### src/rtl/fp_mul_pkg.sv
// Shared types and constants for the sequential floating-point multiplier.
// Operand widths, FSM states, flag bundle and operand classification.
package fp_mul_pkg;

    localparam int EXP_WIDTH  = 8;
    localparam int MANT_WIDTH = 23;
    localparam int W          = EXP_WIDTH + MANT_WIDTH + 1;
    localparam int SIG_W      = MANT_WIDTH + 1;
    localparam int PROD_W     = 2 * SIG_W;
    localparam int EXPS_W     = EXP_WIDTH + 2;
    localparam int CNT_W      = $clog2(SIG_W + 1);
    localparam int BIAS       = (1 << (EXP_WIDTH - 1)) - 1;

    localparam logic [EXP_WIDTH-1:0] EXP_ONES = '1;
    localparam logic [W-1:0] QNAN    = {1'b0, EXP_ONES, 1'b1, {(MANT_WIDTH-1){1'b0}}};
    localparam logic [W-1:0] POS_INF = {1'b0, EXP_ONES, {MANT_WIDTH{1'b0}}};

    typedef enum logic [2:0] {
        ST_IDLE,
        ST_SPECIAL,
        ST_MUL,
        ST_NORM,
        ST_DONE
    } state_e;

    typedef struct packed {
        logic invalid;
        logic overflow;
        logic underflow;
        logic inexact;
    } flags_t;

    typedef struct packed {
        logic nan;
        logic inf;
        logic zero;
    } fp_class_t;

    // Denormals classify as zero so they take the one-cycle special path.
    function automatic fp_class_t fp_classify(input logic [W-1:0] x);
        fp_class_t c;
        c.nan  = (x[W-2 -: EXP_WIDTH] == EXP_ONES) && (x[MANT_WIDTH-1:0] != '0);
        c.inf  = (x[W-2 -: EXP_WIDTH] == EXP_ONES) && (x[MANT_WIDTH-1:0] == '0);
        c.zero = (x[W-2 -: EXP_WIDTH] == '0);
        return c;
    endfunction

endpackage

### src/rtl/fp_mul_normround.sv
// Combinational normalize/round stage: picks the mantissa window, rounds, fixes exponent, overflow/FTZ.
// FP_MUL_RNE_EN selects round-to-nearest-even with a live inexact flag; otherwise truncation.
module fp_mul_normround
    import fp_mul_pkg::*;
(
    input  logic                     sign,
    input  logic signed [EXPS_W-1:0] exp_in,
    input  logic [PROD_W-1:0]        prod,
    output logic [W-1:0]             result,
    output flags_t                   flags
);

`ifdef FP_MUL_RNE_EN
    localparam logic RNE_EN = 1'b1;
`else
    localparam logic RNE_EN = 1'b0;
`endif

    localparam logic signed [EXPS_W-1:0] EXP_MAX_S = EXPS_W'(2 ** EXP_WIDTH - 1);

    logic                     hi;
    logic [MANT_WIDTH-1:0]    mant;
    logic                     grd, rnd, stk;
    logic                     round_up;
    logic [MANT_WIDTH:0]      mant_r;
    logic signed [EXPS_W-1:0] exp_n, exp_f;

    always_comb begin
        hi = prod[PROD_W-1];
        if (hi) begin
            mant = prod[PROD_W-2 -: MANT_WIDTH];
            grd  = prod[SIG_W-1];
            rnd  = prod[SIG_W-2];
            stk  = |prod[SIG_W-3:0];
        end else begin
            mant = prod[PROD_W-3 -: MANT_WIDTH];
            grd  = prod[SIG_W-2];
            rnd  = prod[SIG_W-3];
            stk  = |prod[SIG_W-4:0];
        end
        exp_n    = exp_in + EXPS_W'(hi);
        round_up = RNE_EN & grd & (rnd | stk | mant[0]);
        mant_r   = {1'b0, mant} + (MANT_WIDTH+1)'(round_up);
        // A rounding carry leaves the stored mantissa at zero; only the exponent moves.
        exp_f    = exp_n + EXPS_W'(mant_r[MANT_WIDTH]);

        flags  = '0;
        result = {sign, exp_f[EXP_WIDTH-1:0], mant_r[MANT_WIDTH-1:0]};
        if (exp_f >= EXP_MAX_S) begin
            result         = {sign, POS_INF[W-2:0]};
            flags.overflow = 1'b1;
            flags.inexact  = RNE_EN;
        end else if (exp_f[EXPS_W-1] || (exp_f == '0)) begin
            result          = {sign, {(W-1){1'b0}}};
            flags.underflow = 1'b1;
            flags.inexact   = RNE_EN;
        end else begin
            flags.inexact = RNE_EN & (grd | rnd | stk);
        end
    end

endmodule

### src/rtl/fp_mul_seq.sv
// Sequential IEEE-754 multiplier: one-cycle special-case path, shift-add mantissa loop, normalize/round.
// Rounding mode selected by FP_MUL_RNE_EN (defined: RNE, undefined: truncation).
//
// state   | meaning
// IDLE    | in_ready high, waiting for an operand pair
// SPECIAL | resolve NaN/inf/zero/denormal operands
// MUL     | first cycle loads product reg, then one shift-add step per cycle
// NORM    | register normalized/rounded result
// DONE    | out_valid held until out_ready
module fp_mul_seq
    import fp_mul_pkg::*;
(
    input  logic         clk,
    input  logic         rst,
    input  logic         in_valid,
    output logic         in_ready,
    input  logic [W-1:0] op1,
    input  logic [W-1:0] op2,
    output logic         out_valid,
    input  logic         out_ready,
    output logic [W-1:0] result,
    output logic         flag_invalid,
    output logic         flag_overflow,
    output logic         flag_underflow,
    output logic         flag_inexact
);

    state_e              state_q, state_d;
    logic [W-1:0]        op1_q, op1_d, op2_q, op2_d;
    logic [PROD_W-1:0]   prod_q, prod_d;
    logic [CNT_W-1:0]    cnt_q, cnt_d;
    logic [W-1:0]        result_q, result_d;
    flags_t              flags_q, flags_d;

    fp_class_t                c_in1, c_in2, c_r1, c_r2;
    logic                     sign_x;
    logic [SIG_W-1:0]         sig1;
    logic [SIG_W:0]           step_sum;
    logic signed [EXPS_W-1:0] exp_sum;
    logic [W-1:0]             nr_result;
    flags_t                   nr_flags;

    assign c_in1  = fp_classify(op1);
    assign c_in2  = fp_classify(op2);
    assign c_r1   = fp_classify(op1_q);
    assign c_r2   = fp_classify(op2_q);
    assign sign_x = op1_q[W-1] ^ op2_q[W-1];
    assign sig1   = {1'b1, op1_q[MANT_WIDTH-1:0]};

    // Multiplier sits in the low half and shifts out; partial sum accumulates in the high half.
    assign step_sum = {1'b0, prod_q[PROD_W-1:SIG_W]} + (prod_q[0] ? {1'b0, sig1} : '0);

    assign exp_sum = $signed(EXPS_W'(op1_q[W-2 -: EXP_WIDTH]))
                   + $signed(EXPS_W'(op2_q[W-2 -: EXP_WIDTH]))
                   - $signed(EXPS_W'(BIAS));

    fp_mul_normround u_normround (
        .sign   (sign_x),
        .exp_in (exp_sum),
        .prod   (prod_q),
        .result (nr_result),
        .flags  (nr_flags)
    );

    always_comb begin
        state_d  = state_q;
        op1_d    = op1_q;
        op2_d    = op2_q;
        prod_d   = prod_q;
        cnt_d    = cnt_q;
        result_d = result_q;
        flags_d  = flags_q;
        case (state_q)
            ST_IDLE: begin
                if (in_valid) begin
                    op1_d   = op1;
                    op2_d   = op2;
                    cnt_d   = '0;
                    state_d = (|{c_in1, c_in2}) ? ST_SPECIAL : ST_MUL;
                end
            end
            ST_SPECIAL: begin
                flags_d = '0;
                if (c_r1.nan || c_r2.nan) begin
                    result_d = QNAN;
                end else if ((c_r1.inf && c_r2.zero) || (c_r2.inf && c_r1.zero)) begin
                    result_d        = QNAN;
                    flags_d.invalid = 1'b1;
                end else if (c_r1.inf || c_r2.inf) begin
                    result_d = {sign_x, POS_INF[W-2:0]};
                end else begin
                    result_d = {sign_x, {(W-1){1'b0}}};
                end
                state_d = ST_DONE;
            end
            ST_MUL: begin
                if (cnt_q == '0) begin
                    prod_d = {{SIG_W{1'b0}}, 1'b1, op2_q[MANT_WIDTH-1:0]};
                end else begin
                    prod_d = {step_sum, prod_q[SIG_W-1:1]};
                end
                if (cnt_q == CNT_W'(SIG_W)) begin
                    cnt_d   = '0;
                    state_d = ST_NORM;
                end else begin
                    cnt_d = cnt_q + CNT_W'(1);
                end
            end
            ST_NORM: begin
                result_d = nr_result;
                flags_d  = nr_flags;
                state_d  = ST_DONE;
            end
            ST_DONE: begin
                if (out_ready) begin
                    state_d = ST_IDLE;
                end
            end
            default: state_d = ST_IDLE;
        endcase
    end

    always_ff @(posedge clk or posedge rst) begin
        if (rst) begin
            state_q  <= ST_IDLE;
            op1_q    <= '0;
            op2_q    <= '0;
            prod_q   <= '0;
            cnt_q    <= '0;
            result_q <= '0;
            flags_q  <= '0;
        end else begin
            state_q  <= state_d;
            op1_q    <= op1_d;
            op2_q    <= op2_d;
            prod_q   <= prod_d;
            cnt_q    <= cnt_d;
            result_q <= result_d;
            flags_q  <= flags_d;
        end
    end

    assign in_ready       = (state_q == ST_IDLE);
    assign out_valid      = (state_q == ST_DONE);
    assign result         = result_q;
    assign flag_invalid   = flags_q.invalid;
    assign flag_overflow  = flags_q.overflow;
    assign flag_underflow = flags_q.underflow;
    assign flag_inexact   = flags_q.inexact;

endmodule
### config.mk
export PLATFORM = sky130hd
export DESIGN_NAME = fp_mul_seq
export DESIGN_NICKNAME = d
export VERILOG_FILES = /design/src/rtl/fp_mul_pkg.sv /design/src/rtl/fp_mul_normround.sv /design/src/rtl/fp_mul_seq.sv
export SDC_FILE = /design/constraint.sdc
export NUM_CORES = 1
export LEC_CHECK = 0
export ABC_AREA = 1
export BUFFER_PORTS_ARGS = -buffer_cell sky130_fd_sc_hd__buf_2
export CORE_ASPECT_RATIO = 0.9
export CORE_UTILIZATION = 45
export CTS_BUF_LIST = sky130_fd_sc_hd__clkbuf_16
export CTS_CLUSTER_DIAMETER = 120
export DETAILED_ROUTE_END_ITERATION = 16
export PLACE_DENSITY = 0.69
export RECOVER_POWER = 100
export REMOVE_ABC_BUFFERS = 1
export SYNTH_ARGS = -nofsm -noshare
export SYNTH_HDL_FRONTEND = slang
export SYNTH_HIERARCHICAL = 1
export SYNTH_SLANG_ARGS = --single-unit
### constraint.sdc
create_clock -name clk -period 11.7 [get_ports clk]
set_clock_uncertainty 0.05 [all_clocks]
set_input_delay 0 -clock clk [delete_from_list [all_inputs] [get_ports clk]]
set_output_delay 0 -clock clk [all_outputs]
set_load 0.1 [all_outputs]
==> results of run 1 <==
area by class of cell:
class / instances / area (µm²) / share of cell area [%]
inverter: 124 / 469 / 4.13
clock buffer: 17 / 425 / 3.74
tap: 286 / 358 / 3.15
clock inverter: 15 / 200 / 1.76
multi-input combinational: 974 / 4850 / 42.7
timing repair buffer: 175 / 1160 / 10.2
sequential: 156 / 3900 / 34.3
power groups by stage:
stage	Clock (W)	Combinational, W	Sequential, W
floorplan	0	0.00123	0.00126
global placement	0	0.00192	0.000968
detailed placement	0	0.00195	0.000974
CTS	0.000592	0.00197	0.000967
global route	0.000614	0.00219	0.00100
finish	0.000580	0.00195	0.000970
tightest hold or removal path: stages:
cell and delay, ns:
dlygate4sd3_1 0.51, buf_2 0.09, nand2_1 0.04, nand2_1 0.05
state kept, by name, summed over array words and instances, names as in the netlist:
signal and count:
prod_q 48, op1_q 32, op2_q 32, result 32, cnt_q 5, state_q 3, flag_inexact 1, flag_invalid 1
flag_overflow 1, flag_underflow 1
final timing paths:
check / startpoint / to / slack (ns) / depth (start not counted)
max in group clk: state_q[1]$_DFFE_PP0P_ / prod_q[25]$_DFFE_PP0P_ / 6.13 / 4
setup reg to reg: state_q[1]$_DFFE_PP0P_ / prod_q[25]$_DFFE_PP0P_ / 6.13 / 4
hold reg to reg: flag_invalid$_DFFE_PP0P_ / flag_invalid$_DFFE_PP0P_ / 0.43 / 2
hold / removal: op2[11] / op2_q[11]$_DFFE_PP0P_ / 0.25 / 4
min in group asynchronous: rst / op2_q[11]$_DFFE_PP0P_ / 1.03 / 3
setup / recovery: rst / result[5]$_DFFE_PP0P_ / 5.55 / 4
layer usage:
layer / global-route usage [%] / up-vias
met4: 5.68 / 0
met2: 33.8 / 229
li1: - / 4504
met1: 33.7 / 4088
met5: 0 / -
met3: 3.65 / 23
cells in the mapped netlist (all sizes together):
library cell / number
nor3: 9
o21bai: 4
xnor2: 1
a22o: 26
xor2: 10
nor4: 1
a21oi: 69
clkbuf: 19
o31ai: 1
nand3: 70
a21boi: 1
buf: 34
inv: 124
ha: 43
a32o: 2
o21ai: 110
o211ai: 2
and2: 1
o22a: 1
nor2b: 1
nand3b: 4
or2: 5
a21o: 1
dfrtp: 156
mux2: 1
conb: 1
nand4: 21
fa: 2
o22ai: 1
nor2: 167
o21a: 2
nand2: 416
repair_timing:
action,in CTS,in global routing
endpoints found under the hold margin,142,0
endpoints found under the setup margin,0,0
hold buffers,67,0
placed cells by master (no fill, tap or decap), types with 5 or more instances in the layout:
cell,instances
nand2_1,408
dfrtp_1,156
nor2_1,141
inv_1,119
o21ai_0,107
nand3_1,68
a21oi_1,68
dlygate4sd3_1,67
buf_2,67
ha_1,43
clkbuf_1,40
a22o_1,26
nor2_2,25
nand4_1,21
clkbuf_16,17
xor2_1,10
nor3_1,9
nand2_2,7
or2_2,5
cells by family (layout without fill, tap and decap cells):
group	after synthesis	after routing	share of synthesized area, %
buf+inv	177	331	7.90
compound gates	220	220	13.2
fa+ha+maj	45	45	6.07
simple gates	695	695	30.7
other cells	1	2	0.0394
xor+xnor	11	11	1.01
flops	156	156	41.0
mux	1	1	0.118
through the flow:
stage	hold WS (ns)	utilization (%)	cell area (µm²)	setup slack, ns
6_report	0.247	54.7	11400	5.55
5_1_grt	0.246	54.7	11400	4.12
4_1_cts	0.203	55.2	11500	7.66
3_5_place_dp	0.120	48.9	10200	7.73
3_3_place_gp	0.118	48.9	10200	7.75
2_1_floorplan	0.0666	-	9250	7.44
==> run_results.csv, run 1 <==
group,metric,value,unit
hold_path,hp-class,"input pin to flop",
power,p_int,0.00166,W
cells_and_area,fin_cells,1747,
sta,rsz0062_at_grt,"no",
power,p_leak,5.79,nW
detailed_routing,dr_total_vias,8844,
worst_setup_path,path_cells,"dlygate4sd3_1, buf_2, clkinvlp_2, clkbuf_1",
floorplan,die_w,155,µm
grt,grt_max_degree,82,
clocking,clk_root_buffer_cell,"clkbuf_16",
placement,dp_hpwl,16.4,mm
detailed_routing,antenna_left,0,
sta,finalCritPeriodShare,52.5,%
floorplan,die_area,21800,µm²
sta,setup_viol,0,
detailed_routing,routed_wirelength,23.5,mm
detailed_routing,wl_met1,11.8,mm
synth,synth.largest_area_cell,"dfrtp_1",
clocking,post_cts_resized,0,
floorplan,start_util,45.9,%
grt,grt_pass1_wl,39.6,mm
detailed_routing,dr_wl_met3,1.27,mm
clocking,clock-sinks,156,
power,p_sw_share,52.6,%
job,cap_violations,7,
synth,synth_area,9530,µm²
power,power_density,308,nW/µm²
floorplan,rows,50,
detailed_routing,dr.first_iter.drc_count,594,
cells_and_area,drive_gt1_share,10.1,%
clocking,cts_inserted_buffers,17,
synth,syn_area_per_cell,7.30,µm²
floorplan,num_io_pins,106,
sta,fin_setup_tns,0,ns
placement,dp_cells,1648,
cells_and_area,area_growth,19.3,%
grt,antenna_found_initial,0,
clocking,postCtsSetupRepairBufs,0,
sta,finalHoldViolations,0,
sta,drv_slew,398,
detailed_routing,dr_wl_met2,10.2,mm
sta,tightest_slew,4.19,ns
grt,grt_pass1_vias,8168,
sta,relSlewSlack,-179,%
power,switching_power,0.00184,W
cells_and_area,nFillCells,2041,
detailed_routing,dr.pass1.iters,5,
clocking,cts_buffer_depth,2,
floorplan,coreArea,20800,µm²
detailed_routing,routed.top_layer,"met4",
detailed_routing,drt_drc_violations_left,0,
clocking,htreeDepth,4,
worst_setup_path,worst_ep_arrival_time,5.64,ns
worst_setup_path,slowest_delay,3.07,ns
detailed_routing,via_per_inst,5.06,
run_status,status,"complete, but fails checks",
clocking,clk_latency,0.43,ns
cells_and_area,nNetsFinal,1561,
worst_setup_path,crit_path_start_kind,"input pin",
floorplan,die_y,140,µm
worst_setup_path,crit_path_end_kind,"asynchronous set/reset pin",
synth,ys_seq_area_share,41.0,%
run_status,violations,"max-capacitance violations, max-slew violations",
detailed_routing,wl_per_cell,13.5,µm
clocking,clk_pin_slew,0.07,ns
synth,netlist_instances,1306,
worst_setup_path,worstSetupPathType,"input pin to asynchronous set/reset pin",
power,p_clk_share,16.6,%
cells_and_area,n_antenna_cell,0,
power,pwr-share-seq,27.8,%
synth,synth_top_area_share,41.0,%
worst_setup_path,crit_required,11.19,ns
synth,yosys-top-cells-area,"dfrtp_1 (41%), nand2_1 (16%), ha_1 (5.6%)",
sta,period_needed,6.15,ns
clocking,cts_tree,"built",
synth,synth-warning-count,6,
power,p_comb_share,55.7,%
synth,synth_seq_cells,156,
synth,synth.distinct_cells,47,
worst_setup_path,cp_top_family,"buffers and inverters",
placement,place_congestion,0.884,
power,power,0.00350,W
worst_setup_path,crit_slowest_cell,"clkbuf_1",
power,ir_worst_vdd,0.000189,V
worst_setup_path,cp_num_buf_inv,4,
placement,portBuffers,105,
grt,gr-total-overflow,0,
worst_setup_path,path_max_fanout,81,
sta,max_freq,0.163,GHz
grt,grt_use_total,22.5,%
(Power assumes the default switching activity.)
==> run 2: changes to the inputs <==
--- a/config.mk
+++ b/config.mk
@@ -12,7 +12,7 @@
 export CTS_BUF_LIST = sky130_fd_sc_hd__clkbuf_16
 export CTS_CLUSTER_DIAMETER = 120
 export DETAILED_ROUTE_END_ITERATION = 16
-export PLACE_DENSITY = 0.69
+export PLACE_DENSITY = 0.71
 export RECOVER_POWER = 100
 export REMOVE_ABC_BUFFERS = 1
 export SYNTH_ARGS = -nofsm -noshare
==> constraint.sdc (replaced) <==
create_clock -name clk -period 5.3 [get_ports clk]
set_clock_uncertainty 0.05 [all_clocks]
set_input_delay 0 -clock clk [delete_from_list [all_inputs] [get_ports clk]]
set_output_delay 0 -clock clk [all_outputs]
set_load 0.1 [all_outputs]
==> run_results.csv, run 2 (synthesis gave the netlist of run 1 again) <==
group,metric,value,unit
clocking,htreeDepth,4,
clocking,clk_pin_slew,0.07,ns
detailed_routing,antenna_left,0,
placement,dp_worst_setup_slack,1.28,ns
sta,relSlewSlack,-124,%
worst_setup_path,crit_path_end_kind,"flop",
clocking,postCtsSetupRepairBufs,0,
grt,antenna_found_initial,0,
clocking,cts_tree,"built",
grt,grt_pass1_wl,39.5,mm
cells_and_area,area_growth,18.5,%
clocking,clock-sinks,156,
grt,grt_pass1_vias,8051,
floorplan,rows,50,
hold_path,hp-class,"input pin to flop",
floorplan,num_io_pins,106,
run_status,violations,"design-rule violations, max-capacitance violations, max-slew violations",
clocking,cts_buffer_depth,2,
hold_path,hold_end,"op2_q[13]$_DFFE_PP0P_",
detailed_routing,drt_drc_violations_left,1,
power,power_density,672,nW/µm²
worst_setup_path,worst_ep_arrival_time,4.47,ns
cells_and_area,largest_reg_flops,48,
placement,portBuffers,105,
worst_setup_path,cp_common_cell,"nand2_1",
sta,rsz0062_at_grt,"no",
worst_setup_path,path_cells,"ha_1, ha_1, fa_1, nand3_1, nand2_1, xor2_1, nand2_1, nor2_1, nand2_1, nand2_1, nand2_1, nor2b_1, nand2_1, nand3_1, nor2_2, o21ai_0, a21o_1, nand2_1",
detailed_routing,routed_wirelength,23.3,mm
worst_setup_path,rr_worst_depth,18,
cells_and_area,final_common_cell,"nand2_1",
grt,gr-total-overflow,0,
power,ir_worst_vdd,0.000487,V
cells_and_area,regMostFlops,"prod_q",
cells_and_area,n_antenna_cell,0,
worst_setup_path,path_max_fanout,30,
sta,finalHoldViolations,0,
hold_path,holdPathStages,4,
placement,place_congestion,0.880,
detailed_routing,dr.first_iter.drc_count,517,
floorplan,die_area,21800,µm²
sta,fin_setup_tns,0,ns
grt,grt_max_degree,92,
sta,setup_viol,0,
cells_and_area,drive_gt1_share,9.92,%
detailed_routing,dr.pass1.iters,11,
detailed_routing,via_per_inst,5.01,
power,p_leak,5.76,nW
cells_and_area,nNetsFinal,1561,
clocking,clk_latency,0.43,ns
detailed_routing,wl_per_cell,13.3,µm
cells_and_area,layout_common_cells,"nand2_1 (408), dfrtp_1 (156), nor2_1 (142), inv_1 (121), o21ai_0 (108)",
sta,finalCritPeriodShare,78.4,%
worst_setup_path,crit_path_start_kind,"flop",
sta,max_freq,0.241,GHz
worst_setup_path,slowest_delay,0.68,ns
detailed_routing,dr_total_vias,8747,
worst_setup_path,r2r_start,"op2_q[24]$_DFFE_PP0P_",
worst_setup_path,timing.reg2reg.setup_slack,1.14,ns
worst_setup_path,crit_slowest_cell,"nand2_1",
grt,grt_use_total,22.5,%
floorplan,start_util,45.9,%
floorplan,coreArea,20800,µm²
job,cap_violations,5,
clocking,cts_inserted_buffers,17,
hold_path,worstHoldStart,"op2[13]",
worst_setup_path,reg2reg_to,"result[22]$_DFFE_PP0P_",
run_status,status,"complete, but fails checks",
sta,worst_slack,1.14,ns
floorplan,die_y,140,µm
sta,drv_slew,301,
sta,tightest_slew,3.36,ns
clocking,clk_root_buffer_cell,"clkbuf_16",
floorplan,die_w,155,µm
worst_setup_path,crit_required,5.61,ns
placement,dp_hpwl,16.5,mm
sta,period_needed,4.16,ns
worst_setup_path,worstSetupPathType,"flop to flop",
==> run 2: cell count changes in the layout (fill, tap and decap cells not counted), sizes merged <==
cell,delta
bufinv,-2
buf,+1
inv,+1
clkinv,+1
clkbuf,-1
==> run 2: what timing repair did <==
item / 4_1_cts / 5_1_grt
hold buffers: 67 / 0
resized for setup: 0 / 0
hold endpoints to repair: 157 / 0
==> run 2: power by group <==
group          internal (W)  total, W  switching, W
Combinational       0.00123   0.00431       0.00308
Sequential          0.00171   0.00215      0.000440
Clock              0.000607   0.00114      0.000529
Total               0.00354   0.00759       0.00405
==> run 2: layout make-up <==
class | instances | area (µm²)
Timing Repair Buffer | 175 | 1170
Sequential cell | 156 | 3900
Tap cell | 286 | 358
Clock buffer | 17 | 425
Multi-Input combinational cell | 974 | 4860
Inverter | 124 | 468
Clock inverter | 15 | 115
Fill cell | 2071 | 9470
==> run 2: metal layers <==
layer,wire length (µm),global-route usage [%]
met1,11700,33.4
met5,0,0
met2,10100,33.6
met4,328,6.14
met3,1170,4.12
==> run 2: how the worst max path moves through the flow <==
stage,start,end,slack (ns),cells past startpoint
3_3_place_gp,op1_q[24]$_DFFE_PP0P_,result[22]$_DFFE_PP0P_,1.39,18
4_1_cts,op2_q[24]$_DFFE_PP0P_,result[22]$_DFFE_PP0P_,1.22,18
5_1_grt,op2_q[24]$_DFFE_PP0P_,result[28]$_DFFE_PP0P_,0.68,16
3_5_place_dp,op2_q[24]$_DFFE_PP0P_,result[22]$_DFFE_PP0P_,1.28,18
2_1_floorplan,rst,cnt_q[0]$_DFFE_PP0P_,1.04,1
6_report,op2_q[24]$_DFFE_PP0P_,result[22]$_DFFE_PP0P_,1.14,18
==> run 2: worst max-delay path: cells and delay by family, from the launching register on <==
family | cells | cell delay, ns
AOI/OAI and AO/OA | 2 | 0.28
and+or+nand+nor | 12 | 1.90
adders and majority gates | 3 | 0.94
xor gates and xnor gates | 1 | 0.51
DFF | 1 | 0.41
==> run 2: per-stage QoR <==
step	hold WS [ns]	util, %	power [W]	instances	area (µm²)
after floorplan	0.0666	-	0.00549	1254	9250
after global placement	0.151	48.9	0.00637	1648	10200
after detailed placement	0.152	48.9	0.00646	1648	10200
after CTS	0.236	54.8	0.00768	1747	11400
after global routing	0.250	54.4	0.00825	1747	11300
final	0.248	54.4	0.00759	1747	11300
==> run 3: changes to the inputs <==
==> constraint.sdc (replaced) <==
create_clock -name clk -period 3.4 [get_ports clk]
set_clock_uncertainty 0.05 [all_clocks]
set_input_delay 0 -clock clk [delete_from_list [all_inputs] [get_ports clk]]
set_output_delay 0 -clock clk [all_outputs]
set_load 0.1 [all_outputs]
==> run_results.csv, run 3 (synthesis gave the netlist of run 1 again) <==
group,metric,value,unit
sta,finalCritPeriodShare,99.3,%
detailed_routing,dr.pass1.iters,11,
cells_and_area,final_common_cell,"nand2_1",
grt,grt_max_degree,77,
sta,period_needed,3.37,ns
sta,tightest_slew,1.62,ns
placement,portBuffers,105,
cells_and_area,drive_gt1_share,13.8,%
clocking,cts_inserted_buffers,17,
cells_and_area,n_antenna_cell,0,
cells_and_area,nNetsFinal,1583,
worst_setup_path,path_max_fanout,8,
power,ir_worst_vdd,0.000768,V
detailed_routing,wl_per_cell,13.8,µm
grt,grt_pass1_wl,39.7,mm
clocking,clock-sinks,156,
floorplan,start_util,45.9,%
floorplan,die_y,140,µm
detailed_routing,via_per_inst,5.00,
clocking,cts_buffer_depth,2,
sta,finalHoldViolations,0,
detailed_routing,antenna_left,0,
detailed_routing,routed_wirelength,24.3,mm
cells_and_area,largest_reg_flops,48,
detailed_routing,drt_drc_violations_left,1,
worst_setup_path,crit_required,3.66,ns
worst_setup_path,crit_path_start_kind,"flop",
worst_setup_path,crit_path_end_kind,"flop",
grt,antenna_found_initial,0,
sta,holdWs,0.252,ns
cells_and_area,layout_common_cells,"nand2_1 (401), dfrtp_1 (154), nor2_1 (137), inv_1 (117), o21ai_0 (105)",
clocking,clk_latency,0.42,ns
hold_path,hp-class,"input pin to flop",
sta,drv_slew,182,
detailed_routing,dr_total_vias,8837,
power,power_density,1110,nW/µm²
run_status,status,"complete, but fails checks",
detailed_routing,dr.first_iter.drc_count,556,
grt,grt_pass1_vias,8195,
sta,relSlewSlack,-7.98,%
run_status,violations,"design-rule violations, max-capacitance violations, max-slew violations",
sta,fin_setup_tns,0,ns
clocking,cts_tree,"built",
worst_setup_path,worstSetupPathType,"flop to flop",
floorplan,rows,50,
clocking,clk_pin_slew,0.07,ns
sta,max_freq,0.296,GHz
cells_and_area,area_growth,23.4,%
clocking,clk_root_buffer_cell,"clkbuf_16",
clocking,htreeDepth,4,
grt,gr-total-overflow,0,
cells_and_area,regMostFlops,"prod_q",
grt,grt_use_total,22.7,%
placement,place_congestion,0.909,
floorplan,coreArea,20800,µm²
floorplan,num_io_pins,106,
job,cap_violations,3,
floorplan,die_w,155,µm
worst_setup_path,worst_ep_arrival_time,3.63,ns
floorplan,die_area,21800,µm²
placement,dp_hpwl,16.5,mm
power,p_leak,5.91,nW
sta,setup_viol,0,
run 3: where the power goes:
group          internal [W]  switching (W)  total [W]
sequential          0.00266       0.000702    0.00336
combinational       0.00263        0.00517    0.00780
clock               0.00110       0.000830    0.00193
total               0.00639        0.00670     0.0131
run 3: final cells by class:
type                    instances  area [µm²]
inverters                     124         474
well taps                     286         358
clock buffers                  17         425
multi-input cells             974        5040
flip-flops and latches        156        3910
clock inverters                14         160
repair buffers                197        1400
fillers                      2006        9010
run 3: final timing paths:
kind                       slack, ns  depth (start not counted)                  start                endpoint
max in group asynchronous       0.81                          4                    rst  prod_q[35]$_DFFE_PP0P_
setup reg to reg                0.03                         18  op2_q[24]$_DFFE_PP0P_  result[15]$_DFFE_PP0P_
hold / removal                  0.25                          4                op2[13]   op2_q[13]$_DFFE_PP0P_
hold reg to reg                 0.43                          2  prod_q[9]$_DFFE_PP0P_   prod_q[9]$_DFFE_PP0P_
setup / recovery                0.03                         18  op2_q[24]$_DFFE_PP0P_  result[15]$_DFFE_PP0P_
min in group asynchronous       0.51                          3                    rst  prod_q[10]$_DFFE_PP0P_
run 3: per-layer routing:
layer	GRT usage [%]	part of all wire (%)
met1	33.4	49
met2	34.1	45
met3	3.68	4.7
met4	6.97	1.6
met5	0	0
run 3: stage by stage:
step / power [W] / utilization, % / worst slack [ns] / cell area, µm² / instances
floorplan: 0.00856 / - / -0.857 / 9250 / 1254
global placement: 0.0101 / 49.4 / 0.133 / 10300 / 1657
detailed placement: 0.0102 / 49.4 / 0.00928 / 10300 / 1657
CTS: 0.0123 / 55.5 / 0.0223 / 11500 / 1756
global route: 0.0141 / 56.6 / -0.173 / 11800 / 1768
finish: 0.0131 / 56.6 / 0.0251 / 11800 / 1768
run 3: repair_timing:
item / in CTS / in global routing
gates resized for setup: 2 / 43
hold buffers: 67 / 0
pin swaps: 1 / 21
endpoints found under the hold margin: 141 / 0
setup endpoints to repair: 30 / 32
gates cloned: 0 / 2
setup buffers: 1 / 10
run 3: worst max-delay path: stages, from the launching register on:
cell and delay (ns):
dfrtp_1 0.41, ha_4 0.26, ha_4 0.17, fa_2 0.41, nand3_2 0.08, nand2_2 0.07, a21oi_2 0.15, o21bai_1 0.11
xor2_1 0.22, nand2_1 0.15, nor2_2 0.15, nand4_1 0.17, nand2_4 0.16, nor2_4 0.05, a21oi_4 0.14, buf_12 0.14
clkbuf_16 0.15, nor2_2 0.03, a22o_1 0.19
